### src/rtl/regfile_sb.sv
// Integer register file with hardwired-zero x0, optional write-to-read bypass and a
// per-register reservation scoreboard with a registered count of outstanding producers.
module regfile_sb #(
    parameter int XLEN   = 32,
    parameter int NREGS  = 32,
    parameter int BYPASS = 1,
    localparam int AW    = $clog2(NREGS)
) (
    input  logic            CLK,
    input  logic            RST_N,
    input  logic            WE3,
    input  logic [AW-1:0]   A1,
    input  logic [AW-1:0]   A2,
    input  logic [AW-1:0]   A3,
    input  logic [XLEN-1:0] WD3,
    input  logic            RSV,
    input  logic [AW-1:0]   RA,
    output logic [XLEN-1:0] RD1,
    output logic [XLEN-1:0] RD2,
    output logic            BUSY1,
    output logic            BUSY2,
    output logic [AW:0]     PENDING
);

    localparam logic BYP = (BYPASS != 0) ? 1'b1 : 1'b0;

    logic [XLEN-1:0] x_r [NREGS];
    logic [NREGS-1:0] b_r;
    logic [AW:0]      pending_r;

    logic             wr_en_s;
    logic             rsv_en_s;
    logic             set_s;
    logic             clr_s;
    logic [NREGS-1:0] b_next_s;
    logic [AW:0]      pending_next_s;
    logic [XLEN-1:0]  rd1_s;
    logic [XLEN-1:0]  rd2_s;
    logic             busy1_s;
    logic             busy2_s;

    // Qualify write/reserve requests and compute next scoreboard state and count delta.
    always_comb begin
        wr_en_s  = WE3 && (A3 != {AW{1'b0}});
        rsv_en_s = RSV && (RA != {AW{1'b0}});
        b_next_s = b_r;
        if (wr_en_s) begin
            b_next_s[A3] = 1'b0;
        end else begin
            b_next_s[A3] = b_r[A3];
        end
        if (rsv_en_s) begin
            b_next_s[RA] = 1'b1;
        end else begin
            b_next_s[RA] = b_next_s[RA];
        end
        // A release only counts if the bit was set and no reserve re-claims the same register.
        set_s = rsv_en_s && !b_r[RA];
        clr_s = wr_en_s && b_r[A3] && !(rsv_en_s && (RA == A3));
        pending_next_s = pending_r + {{AW{1'b0}}, set_s} - {{AW{1'b0}}, clr_s};
    end

    // Data storage; x0 is never written so it stays at its reset value of zero.
    always_ff @(posedge CLK or negedge RST_N) begin
        if (!RST_N) begin
            for (int i = 0; i < NREGS; i++) begin
                x_r[i] <= {XLEN{1'b0}};
            end
        end else if (wr_en_s) begin
            x_r[A3] <= WD3;
        end
    end

    // Scoreboard bits and outstanding-producer count.
    always_ff @(posedge CLK or negedge RST_N) begin
        if (!RST_N) begin
            b_r       <= {NREGS{1'b0}};
            pending_r <= {(AW + 1){1'b0}};
        end else begin
            b_r       <= b_next_s;
            pending_r <= pending_next_s;
        end
    end

    // Read port 1: zero for x0, forwarded writeback data when bypassing, else stored value.
    always_comb begin
        if (A1 == {AW{1'b0}}) begin
            rd1_s   = {XLEN{1'b0}};
            busy1_s = 1'b0;
        end else if (BYP && WE3 && (A3 == A1)) begin
            rd1_s   = WD3;
            busy1_s = (RSV && (RA == A1)) ? b_r[A1] : 1'b0;
        end else begin
            rd1_s   = x_r[A1];
            busy1_s = b_r[A1];
        end
    end

    // Read port 2: same selection as port 1.
    always_comb begin
        if (A2 == {AW{1'b0}}) begin
            rd2_s   = {XLEN{1'b0}};
            busy2_s = 1'b0;
        end else if (BYP && WE3 && (A3 == A2)) begin
            rd2_s   = WD3;
            busy2_s = (RSV && (RA == A2)) ? b_r[A2] : 1'b0;
        end else begin
            rd2_s   = x_r[A2];
            busy2_s = b_r[A2];
        end
    end

    assign RD1     = rd1_s;
    assign RD2     = rd2_s;
    assign BUSY1   = busy1_s;
    assign BUSY2   = busy2_s;
    assign PENDING = pending_r;

endmodule

### config.mk
export PLATFORM = sky130hd
export DESIGN_NAME = regfile_sb
export DESIGN_NICKNAME = d
export VERILOG_FILES = /design/src/rtl/regfile_sb.sv
export SDC_FILE = /design/constraint.sdc
export NUM_CORES = 2
export LEC_CHECK = 0
export CAP_MARGIN = 20
export CORE_MARGIN = 3
export CORE_UTILIZATION = 51
export CTS_BUF_LIST = sky130_fd_sc_hd__clkbuf_4
export DETAILED_ROUTE_END_ITERATION = 12
export GPL_ROUTABILITY_DRIVEN = 0
export PLACE_DENSITY = 0.79
export REMOVE_ABC_BUFFERS = 1
export SLEW_MARGIN = 20
export SYNTH_ARGS = -nofsm -noshare
export SYNTH_HDL_FRONTEND = slang
export SYNTH_SLANG_ARGS = --single-unit
### constraint.sdc
create_clock -name CLK -period 5.8 [get_ports CLK]
set_input_delay 0.87 -clock CLK [delete_from_list [all_inputs] [get_ports CLK]]
set_output_delay 0.87 -clock CLK [all_outputs]
set_load 0.05 [all_outputs]
; ---- Word level (Yosys, flattened, before mapping)
; Index checks and enable logic that the tools add are counted.
[classes]
n_reduce_logical = 19
muxes = 37
bitwise = 6
magnitude_cmp = 10
addsub = 2
n_eq_ne = 5
[op_table]
columns = operator, n
row1 = $bwmux W1024, 1
row2 = $mux W32, 11
row3 = $bmux W32 S5, 2
row4 = $demux W32 S5, 1
row5 = $bwmux W32, 2
row6 = $and A32 B32 Y32, 1
row7 = $not A32 Y32, 1
row8 = $or A32 B32 Y32, 1
row9 = $bmux W1 S5, 5
row10 = $eq A5 B5 Y1, 5
row11 = $lt A5 B6 Y1 const B, 4
row12 = $ge A6 B6 Y1 const B, 3
row13 = $not A5 Y6, 3
row14 = $logic_and A1 B1 Y1, 13
row15 = $mux W1, 13
row16 = $demux W1 S5, 2
row17 = $ge A5 B1 Y1 const B, 2
row18 = $logic_not A5 Y1, 2
row19 = $reduce_bool A5 Y1, 2
row20 = $add A6 B1 Y6, 1
row21 = $lt A6 B1 Y1 const B, 1
row22 = $sub A6 B1 Y6, 1
row23 = $logic_not A1 Y1, 2
[totals]
inputBits = 56
register_bits = 1062
out_inout_bits = 72

; ---- Logic depth before layout (Yosys ltp)
[depth]
ltp_word = 11
ltp_mapped = 18
ltp_nobuf = 15

; ---- Worst setup path after synthesis
; Ideal clock, no wire load.
[synth_timing]
path_kind = input to output
from = in A1[2]
to = out RD1[19]
stages = 8
arrival_time_ps = 3918
required_ps = 4930
setup_slack_ps = 1012
path_cell_list = clkbuf_1 > buf_1 > buf_1 > clkbuf_1 > a211oi_1 > a211oi_1 > a21oi_1 > a211oi_1
[synth_via]
elab_chain_len = 6
word_cells_on_any_way = 9
[synth_lines]
columns = item, line_no
row1 = start: declaration, 12  ; input logic [AW-1:0] A1,
row2 = $not A5 Y6 (not written as such), 94  ; rd1_s = x_r[A1];
row3 = $bmux W32 S5, 94
row4 = $mux W32 (not written as such) (2 in a row), 94
row5 = $mux W32, 90  ; end else if (BYP && WE3 && (A3 == A1)) begin
row6 = $mux W32 *, 87  ; if (A1 == {AW{1'b0}}) begin
row7 = end: declaration, 18  ; output logic [XLEN-1:0] RD1,
; Mark *: on every way between the ends. The rest lies on a longest branch, timed or not. The select of a mux whose other input is x is not followed.

; ---- Worst setup path in the final report
[layout_timing]
from = in A3[0]
to = out RD2[9]
[layout_via]
elab_chain_len = 4
[layout_lines]
columns = item, line_no
row1 = start: declaration, 14  ; input logic [AW-1:0] A3,
row2 = $eq A5 B5 Y1, 104  ; end else if (BYP && WE3 && (A3 == A2)) begin
row3 = $logic_and A1 B1 Y1, 104
row4 = $mux W32, 104
row5 = $mux W32, 101  ; if (A2 == {AW{1'b0}}) begin
row6 = end: declaration, 19  ; output logic [XLEN-1:0] RD2,
; Every way passes these cells.

==> flow_summary.toml <==
[setup_path]
critPathMaxFanout = 25
critPathTopFamily = "simple AND/OR/NAND/NOR gates"
critPathBufInv = 2
cp_cell_sequence = "clkdlybuf4s50_1, xor2_1, nor4_1, nand3_4, a211oi_1, buf_12"
critical_path_class = "in2out"
startpoint = "A3[0]"
reg2reg_depth = 13
rrSetupSlack_ps = 2190
critPathCaptureType = "primary output"
r2r_end = "PENDING[4]$_DFF_PN0_"
start_kind = "primary input"
endpoint = "RD2[9]"
worstReg2RegStart = "b_r[14]$_DFF_PN0_"
worstPathArrival_ps = 4150
path_depth = 6
slowest_stage = "a211oi_1"
cp.required_ps = 4930
critical_path.max_stage_delay_ps = 880

[timing]
slew_headroom = 0.231
skew_ps = 63.2
max_freq_ghz = 0.199
setup_tns_ps = 0
hold_viol = 0
min_period_ps = 5020
rsz0062_at_grt = "no"
slew_violations = 0
finalCritPeriodShare = 0.866
worst_pin_slew_ps = 1150
setup_viol = 0

[floorplanning]
dieArea_sq_um = 119000
die_w_um = 345
die_h_um = 345
ios = 128
rows = 123
core_area_sq_um = 113000
start_util = 0.518

[synthesis]
synth_edf_count = 0
syn_avg_cell_area_sq_um = 15.2
syn-cell-area_sq_um = 58700
yosysSeqAreaShare = 0.453
syn-instance-count = 3863
ys_warn_count = 0
ys_async_sr_fraction = 1.00
synth_top_flop_cell = "dfrtp_1"
ys_seq_elements = 1062
ys_types = 68

[power]
combPwrFrac = 0.258
seq_power_share = 0.448
ir_drop_v = 0.000215
p_sw_mw = 6.65
power.leakage_nw = 28.0
powerDensity_nw_per_um2 = 342
p_clk_frac = 0.295
internal_power_mw = 15.7
swShare = 0.298

[grt]
first_global_vias = 40092
grt-ovfl-total = 0
grt_most_used_layer = "met2"
grt_max_degree = 166
antenna_found_initial = 3
grt_use_met1 = 0.388
use_met2 = 0.439
use_met3 = 0.0629
grt_util_all_layers = 0.280
grt_pass1_wl_um = 254000

[routing]
vias = 38158
drt_iter0_drc = 3780
wirelength_um = 166000
first_pass_iters = 6
wl_per_cell_um = 29.4
via_per_inst = 6.76
ant_nets = 0
drc = 0

[cts]
clock-sinks = 1062
insertion_delay_ps = 1170
cts_buffer_depth = 4
clk_pin_slew_ps = 70
cts_tree = "built"
htreeDepth = 5
cts_buffers = 295
cts_resized = 0
ctsRootBufferMaster = "clkbuf_4"

[min_path]
hold_class = "in2reg"
hold_path_startpoint = "WD3[3]"

[finish]
post-route-util = 0.577
multi_input_area_sq_um = 30600
layout.nets = 4032
synthToLayoutAreaGrowth_pct = 11.3
drive_gt1_frac = 0.564
seqCellArea_sq_um = 26600
fillCellCount = 8706

[place]
dpl.hpwl_um = 96000
io_buffers = 127

[status]
status = "complete, no violations"

[flow_run]
cap_violations = 0
-- sequential cells by signal, summed over array words and instances, names as in the netlist --
register and flops:
x_r 1024, b_r 32, PENDING 6
-- cells in the mapped netlist, types with 4 or more instances --
library cell / number / share of area
a21oi_1: 46 / 0.0039
clkbuf_1: 315 / 0.020
mux2i_1: 153 / 0.026
nor3_1: 12 / 0.0010
nand2b_1: 4 / 0.00043
buf_2: 47 / 0.0040
xnor2_1: 12 / 0.0018
nor4_1: 5 / 0.00053
nand3_1: 15 / 0.0013
dfrtp_1: 1062 / 0.45
a31oi_1: 11 / 0.0012
nor2b_1: 34 / 0.0036
a311oi_1: 6 / 0.00090
mux2_2: 999 / 0.19
a21boi_0: 6 / 0.00077
xor2_1: 18 / 0.0027
a211oi_1: 114 / 0.015
inv_1: 9 / 0.00058
nor2_1: 118 / 0.0075
or2_2: 5 / 0.00053
and2_1: 7 / 0.00075
nand2_1: 59 / 0.0038
o31ai_1: 5 / 0.00064
o21ai_0: 19 / 0.0016
ha_1: 6 / 0.0013
mux4_2: 626 / 0.24
buf_1: 85 / 0.0054
-- worst min path at each step --
stage                       endpoint  slack [ps]  cells after the start
2_1_floorplan  x_r[1000]$_DFFE_PN0P_         370                      0
4_1_cts         x_r[737]$_DFFE_PN0P_         270                      2
5_1_grt         x_r[483]$_DFFE_PN0P_         290                      2
6_report        x_r[483]$_DFFE_PN0P_         350                      2
3_5_place_dp   x_r[1002]$_DFFE_PN0P_         380                      0
3_3_place_gp   x_r[1017]$_DFFE_PN0P_         380                      0
-- cell type report --
cell class              instances  share of cell area
multi-input cells            2342               0.468
flip-flops and latches       1062               0.407
clock buffers                 418              0.0480
repair buffers                259              0.0426
well taps                    1500              0.0287
clock inverters                52             0.00506
inverters                       9            0.000517
diodes                          4            0.000153
-- power groups by stage --
stage	Sequential, mW	Combinational [mW]	Clock [mW]
2_1_floorplan	9.73	3.98	0
3_3_place_gp	9.93	5.61	0
3_5_place_dp	10.1	5.76	0
4_1_cts	9.93	5.78	6.72
5_1_grt	10.2	6.11	7.13
6_report	9.99	5.75	6.57
-- placed cells by master, fill, tap and decap left out, types with 49 or more instances in the layout --
cell type	n
clkbuf_4	418
mux2_2	999
nand2_1	49
mux2i_1	153
buf_12	60
mux4_2	626
a211oi_1	114
buf_4	138
nor2_1	98
dfrtp_1	1062
-- cell families (layout without fill, tap and decap cells) --
| family | Yosys count | count (layout) | synth area share |
|---|---|---|---|
| buf+inv | 459 | 738 | 0.0306 |
| fa+ha+maj | 7 | 7 | 0.00162 |
| other cells | 0 | 4 | 0 |
| mux | 1778 | 1778 | 0.458 |
| xor+xnor | 30 | 30 | 0.00448 |
| simple gates | 287 | 287 | 0.0235 |
| flops | 1062 | 1062 | 0.453 |
| compound gates | 240 | 240 | 0.0289 |
-- stage by stage --
stage / std cells / setup slack [ps] / hold WS (ps) / power (mW) / cell area, sq um
2_1_floorplan: 3413 / 922 / 365 / 13.7 / 56900
3_3_place_gp: 5171 / 763 / 376 / 15.5 / 61900
3_5_place_dp: 5171 / 671 / 383 / 15.8 / 61900
4_1_cts: 5642 / 745 / 269 / 22.4 / 65400
5_1_grt: 5645 / 635 / 287 / 23.4 / 65300
6_report: 5646 / 777 / 346 / 22.3 / 65300
-- repair_timing --
item	CTS	global route
endpoints found under the hold margin	69	0
hold buffers	1	0
setup buffers	0	0
-- routing by layer --
| metal | share of wire | routed length (um) | vias up |
|---|---|---|---|
| li1 | - | - | 15379 |
| met1 | 0.40 | 66800 | 20484 |
| met2 | 0.48 | 79800 | 1930 |
| met3 | 0.085 | 14200 | 365 |
| met4 | 0.032 | 5260 | 0 |
| met5 | 0 | 0 | - |
Power figures use the tool's default switching activity.
